`src/rtl/jtdd2_snd_romarb_if.sv`:
```
// Sound-side ROM buses and the SDRAM read slot used by jtdd2_snd_romarb.
// The slave modport is the arbiter; the master modport is the environment around it.
interface jtdd2_snd_romarb_if #(
   parameter int unsigned MAW = 19
);
   logic           cpu_cs;
   logic [14:0]    cpu_addr;
   logic [7:0]     cpu_data;
   logic           cpu_ok;
   logic           pcm_cs;
   logic [17:0]    pcm_addr;
   logic [7:0]     pcm_data;
   logic           pcm_ok;
   logic           mem_req;
   logic [MAW-1:0] mem_addr;
   logic           mem_rdy;
   logic [7:0]     mem_data;

   modport slave (
      input  cpu_cs, cpu_addr, pcm_cs, pcm_addr, mem_rdy, mem_data,
      output cpu_data, cpu_ok, pcm_data, pcm_ok, mem_req, mem_addr
   );

   modport master (
      output cpu_cs, cpu_addr, pcm_cs, pcm_addr, mem_rdy, mem_data,
      input  cpu_data, cpu_ok, pcm_data, pcm_ok, mem_req, mem_addr
   );
endinterface

```
`src/rtl/jtdd2_snd_romarb.sv`:
```
// Shares one SDRAM byte read slot between the Z80 program ROM and the ADPCM ROM.
// Each requester has a one-entry cache; misses are fetched in round-robin order.
module jtdd2_snd_romarb #(
   parameter int unsigned    MAW        = 19,
   parameter logic [MAW-1:0] CPU_OFFSET = 'h00000,
   parameter logic [MAW-1:0] PCM_OFFSET = 'h08000
) (
   input  logic                  clk,
   input  logic                  rst,
   jtdd2_snd_romarb_if.slave     bus
);
   typedef enum logic [1:0] {IDLE, FETCH_CPU, FETCH_PCM} state_t;

   state_t         state;
   logic [14:0]    cpu_tag;
   logic [17:0]    pcm_tag;
   logic [17:0]    fetch_tag;
   logic [7:0]     cpu_data, pcm_data;
   logic           cpu_val, pcm_val;
   logic           last_pcm;
   logic           mem_req;
   logic [MAW-1:0] mem_addr;

   logic hit_cpu, hit_pcm, miss_cpu, miss_pcm, pick_cpu;

   assign hit_cpu  = bus.cpu_cs & cpu_val & (cpu_tag == bus.cpu_addr);
   assign hit_pcm  = bus.pcm_cs & pcm_val & (pcm_tag == bus.pcm_addr);
   assign miss_cpu = bus.cpu_cs & ~hit_cpu;
   assign miss_pcm = bus.pcm_cs & ~hit_pcm;
   // CPU wins when alone, or on contention if PCM was served last
   assign pick_cpu = miss_cpu & (~miss_pcm | last_pcm);

   assign bus.cpu_ok   = hit_cpu;
   assign bus.pcm_ok   = hit_pcm;
   assign bus.cpu_data = cpu_data;
   assign bus.pcm_data = pcm_data;
   assign bus.mem_req  = mem_req;
   assign bus.mem_addr = mem_addr;

   always_ff @(posedge clk or posedge rst) begin
      if (rst) begin
         state     <= IDLE;
         mem_req   <= 1'b0;
         mem_addr  <= '0;
         cpu_tag   <= '0;
         pcm_tag   <= '0;
         fetch_tag <= '0;
         cpu_data  <= '0;
         pcm_data  <= '0;
         cpu_val   <= 1'b0;
         pcm_val   <= 1'b0;
         last_pcm  <= 1'b1;
      end else begin
         case (state)
            IDLE: begin
               if (pick_cpu) begin
                  state     <= FETCH_CPU;
                  mem_req   <= 1'b1;
                  mem_addr  <= CPU_OFFSET + MAW'(bus.cpu_addr);
                  fetch_tag <= 18'(bus.cpu_addr);
               end else if (miss_pcm) begin
                  state     <= FETCH_PCM;
                  mem_req   <= 1'b1;
                  mem_addr  <= PCM_OFFSET + MAW'(bus.pcm_addr);
                  fetch_tag <= bus.pcm_addr;
               end
            end
            // Fetch always completes, even if the address moved or cs dropped
            FETCH_CPU: begin
               if (bus.mem_rdy) begin
                  cpu_data <= bus.mem_data;
                  cpu_tag  <= fetch_tag[14:0];
                  cpu_val  <= 1'b1;
                  mem_req  <= 1'b0;
                  last_pcm <= 1'b0;
                  state    <= IDLE;
               end
            end
            FETCH_PCM: begin
               if (bus.mem_rdy) begin
                  pcm_data <= bus.mem_data;
                  pcm_tag  <= fetch_tag;
                  pcm_val  <= 1'b1;
                  mem_req  <= 1'b0;
                  last_pcm <= 1'b1;
                  state    <= IDLE;
               end
            end
            default: begin
               state   <= IDLE;
               mem_req <= 1'b0;
            end
         endcase
      end
   end
endmodule
```
`src/flat_wrapper.sv`:
```
// flat-port wrapper written by rule: the top's interface ports become plain ports
module jtdd2_snd_romarb_flat 
#(
   parameter int unsigned    MAW        = 19,
   parameter logic [MAW-1:0] CPU_OFFSET = 'h00000,
   parameter logic [MAW-1:0] PCM_OFFSET = 'h08000
)
  (clk, rst, bus_cpu_cs, bus_cpu_addr, bus_pcm_cs, bus_pcm_addr, bus_mem_rdy, bus_mem_data, bus_cpu_data, bus_cpu_ok, bus_pcm_data, bus_pcm_ok, bus_mem_req, bus_mem_addr);
  jtdd2_snd_romarb_if #(.MAW(MAW)) bus_i ();
  input  logic clk;
  input  logic rst;
  input wire logic [$bits(bus_i.cpu_cs)-1:0] bus_cpu_cs;
  input wire logic [$bits(bus_i.cpu_addr)-1:0] bus_cpu_addr;
  input wire logic [$bits(bus_i.pcm_cs)-1:0] bus_pcm_cs;
  input wire logic [$bits(bus_i.pcm_addr)-1:0] bus_pcm_addr;
  input wire logic [$bits(bus_i.mem_rdy)-1:0] bus_mem_rdy;
  input wire logic [$bits(bus_i.mem_data)-1:0] bus_mem_data;
  output wire logic [$bits(bus_i.cpu_data)-1:0] bus_cpu_data;
  output wire logic [$bits(bus_i.cpu_ok)-1:0] bus_cpu_ok;
  output wire logic [$bits(bus_i.pcm_data)-1:0] bus_pcm_data;
  output wire logic [$bits(bus_i.pcm_ok)-1:0] bus_pcm_ok;
  output wire logic [$bits(bus_i.mem_req)-1:0] bus_mem_req;
  output wire logic [$bits(bus_i.mem_addr)-1:0] bus_mem_addr;
  assign bus_i.cpu_cs = bus_cpu_cs;
  assign bus_i.cpu_addr = bus_cpu_addr;
  assign bus_i.pcm_cs = bus_pcm_cs;
  assign bus_i.pcm_addr = bus_pcm_addr;
  assign bus_i.mem_rdy = bus_mem_rdy;
  assign bus_i.mem_data = bus_mem_data;
  assign bus_cpu_data = bus_i.cpu_data;
  assign bus_cpu_ok = bus_i.cpu_ok;
  assign bus_pcm_data = bus_i.pcm_data;
  assign bus_pcm_ok = bus_i.pcm_ok;
  assign bus_mem_req = bus_i.mem_req;
  assign bus_mem_addr = bus_i.mem_addr;
  jtdd2_snd_romarb #(.MAW(MAW), .CPU_OFFSET(CPU_OFFSET), .PCM_OFFSET(PCM_OFFSET)) u_core (.clk(clk), .rst(rst), .bus(bus_i));
endmodule
```
`config.mk`:
```
export PLATFORM = sky130hd
export DESIGN_NAME = jtdd2_snd_romarb_flat
export DESIGN_NICKNAME = d
export VERILOG_FILES = /design/src/rtl/jtdd2_snd_romarb_if.sv /design/src/rtl/jtdd2_snd_romarb.sv /design/src/flat_wrapper.sv
export SDC_FILE = /design/constraint.sdc
export NUM_CORES = 1
export LEC_CHECK = 0
export ABC_CLOCK_PERIOD_IN_PS = 6350
export CORE_UTILIZATION = 40
export DETAILED_ROUTE_END_ITERATION = 10
export HOLD_SLACK_MARGIN = 0.15
export PLACE_DENSITY_LB_ADDON = 0.25
export SLEW_MARGIN = 20
export SYNTH_ARGS = -nofsm -noshare
export SYNTH_HDL_FRONTEND = slang
export SYNTH_SLANG_ARGS = --single-unit
```
`constraint.sdc`:
```
create_clock -name clk -period 6.35 [get_ports clk]
set_clock_uncertainty 0.1 [all_clocks]
set_input_delay 0.9525 -clock clk [delete_from_list [all_inputs] [get_ports clk]]
set_output_delay 0.9525 -clock clk [all_outputs]
set_load 0.03 [all_outputs]
```
==> metrics <==
fin crit share=72.0%; Vias/cell=5.15; fillers=between 700 and 800; Site Rows=34; Slew Limit Headroom=between 30% and 40%; Leak=0.00186 uW; mean post-synth cell area=12.9 um2; post-CTS setup buffer count=0; grt total ovfl=0; GRT Resource Usage Total=18.4%; die extent in y=97.1 um; post-synth top area share=between 50% and 60%; # H-tree levels=3; initial antenna violation count=0; register area share after synthesis=53.3%; Worst setup SP type=primary input; cell taking the most area after synthesis=dfrtp_1; Die Wd=between 90 and 100 um; Skew-Pair Late Insertion Delay=0.34 ns; Post-Synthesis Cells=280; Cell Pwr Density=between 500 and 600 mW/mm2; routed wire length=8240 um; max-cap violation count=0; routability cong.=0.735; f_max=0.219 GHz; Port Buf Inserts=83; endpoints failing setup=0; CP max FO=4; peak supply drop=0.206 mV; drt first pass iters=4; ant diodes=0; clk buf depth=2; Mapped Area=between 0.003 and 0.004 mm2; Post-DRT Antenna Nets=0; kind of critical path=primary input to output pin; initial core utilization=41.5%; status=complete, no violations; type of the worst min-delay path=flop to flop; Setup TNS=0 ns; # hold bufs at CTS=0; CP endpoint kind=output pin; I/O Pins=84; vias in the first global route=roughly 2500; Final nets=403; Crit path arrival time=3.52 ns; HPWL after DPL=5670 um; Yosys warnings=0; library cells used by synthesis=35; CTS tree=built; Pwr Total=2340 uW; CTS buffer count=9; Final WS setup=1.78 ns; # resized after CTS=0; Syn-to-layout area delta=28.7%; first-pass GRT wire length=approximately 13000 um; actual slew at the worst max-slew pin=0.985 ns; DRC Markers=0; Post-Syn Nets=330; #FFs+latches synth=77; Tmin final=4.57 ns; layout cells sized above 1=19.9%; Worst Path Required=5.30 ns; RSZ-0062 raised after global routing=false; full die area=0.00943 mm2; Clock Tree Root=clkbuf_8; Slew Limit Fails=0; top cells by area, synth=dfrtp_1 (53%), mux2_2 (14%), xor2_1 (5.1%); DRT iter0 DRCs=116; clk slew on worst S/H paths=0.08 ns; largest net degree at the start of global routing=78; clock sink count=77; Final Hold Violating Endpoints=0; total number of vias=2396; Place WS=1.76 ns; Avg WL per Cell=17.7 um; core area=around 0.0087 mm2
[cell usage in the layout, fill, tap and decap left out, types with 3 or more instances in the layout]
master / netlist / routed
buf_4: 16 / 4
nand3b_1: 15 / 15
clkbuf_8: 0 / 9
nor4_1: 4 / 4
nand2_1: 11 / 11
mux2_2: 46 / 46
o221a_1: 13 / 13
ha_1: 4 / 4
nand4_1: 4 / 4
dfrtp_1: 76 / 76
inv_1: 13 / 12
xor2_1: 21 / 21
o2bb2ai_1: 5 / 5
xnor2_1: 13 / 13
clkdlybuf4s50_1: 0 / 83
o22ai_1: 4 / 4
o21ai_0: 3 / 3
[where the power goes]
group	switching, uW	total [uW]	internal, uW
registers	161	891	730
logic	546	1060	514
clock network	171	391	220
[worst paths after layout]
path	start	endpoint	slack, ns	cells past startpoint
max in group asynchronous	rst	u_core.bus.cpu_data[0]$_DFFE_PP0P_	4.39	3
hold reg to reg	u_core.pcm_val$_DFFE_PP0P_	u_core.pcm_val$_DFFE_PP0P_	0.37	1
hold / removal	u_core.pcm_val$_DFFE_PP0P_	u_core.pcm_val$_DFFE_PP0P_	0.37	1
setup / recovery	bus_pcm_addr[17]	bus_pcm_ok	1.78	6
setup reg to reg	u_core.pcm_tag[17]$_DFFE_PP0P_	u_core.bus.mem_addr[5]$_DFFE_PP0P_	3.50	6
min in group asynchronous	rst	u_core.bus.cpu_data[5]$_DFFE_PP0P_	1.12	3
[cell usage after synthesis (all sizes together)]
cell type   n
xor2       21
dfrtp      76
nand2      11
o221a      15
o311ai      1
nor2b       1
nand3       2
nand3b     15
o22ai       4
nor2        1
a21oi       2
or4         1
xnor2      13
inv        13
dfstp       1
a211oi      1
buf        19
nor4        5
o21a        1
nand2b      2
o21ai       3
clkbuf      6
o21bai      1
mux2i       1
nor3        2
nand4       4
ha          4
o2bb2ai     5
and2        3
mux2       46
[stage by stage]
stage | hold WS, ns | std cells | area, um2 | util (%)
6_report | 0.373 | 465 | 4660 | 53.4
5_1_grt | 0.401 | 465 | 4660 | 53.4
4_1_cts | 0.374 | 465 | 4660 | 53.4
3_5_place_dp | 0.352 | 450 | 4450 | 51.0
3_3_place_gp | 0.350 | 450 | 4450 | 51.0
2_1_floorplan | 0.335 | 280 | 3620 | -
[critical path, stage by stage]
cell and delay [ns]:
clkdlybuf4s50_1 0.49, xor2_1 0.19, or4_1 0.55, nor4_2 0.39
and2_2 0.25, clkdlybuf4s50_1 0.70
[sequential cells by signal, summed over array words and instances, names as in the netlist]
register and cells:
u_core.bus.cpu_data 8, u_core.bus.mem_addr 19, u_core.bus.mem_req 1, u_core.bus.pcm_data 8
u_core.cpu_tag 15, u_core.cpu_val 1, u_core.fetch_tag 3, u_core.last_pcm 1
u_core.pcm_tag 18, u_core.pcm_val 1, u_core.state 2
[routing by layer]
metal	GRT usage, %	part of all wire (%)	routed length [um]
met5	0	0	0
met4	6.43	1.3	109
met3	5.76	4.0	332
met2	28.3	48	3980
met1	24.5	46	3820
[area by class of cell]
| type | instances | area [um2] | share of cell area, % |
|---|---|---|---|
| flip-flops and latches | 77 | 1930 | 41.4 |
| multi-input cells | 165 | 1480 | 31.8 |
| repair buffers | 87 | 861 | 18.5 |
| well taps | 108 | 135 | 2.90 |
| clock buffers | 11 | 131 | 2.82 |
| clock inverters | 4 | 73.8 | 1.59 |
| inverters | 13 | 48.8 | 1.05 |
[logic make-up after synthesis]
group                    count (synthesis)  synth area share (%)
buffers and inverters                   38                  6.01
flip-flops                              77                  53.3
AO/OA/AOI/OAI                           33                  8.61
multiplexers                            47                  14.6
XOR/XNOR                                34                  8.23
AND/OR/NAND/NOR                         47                  7.92
adder cells (fa/ha/maj)                  4                  1.38
No activity file was read; power rests on OpenSTA's default activity.
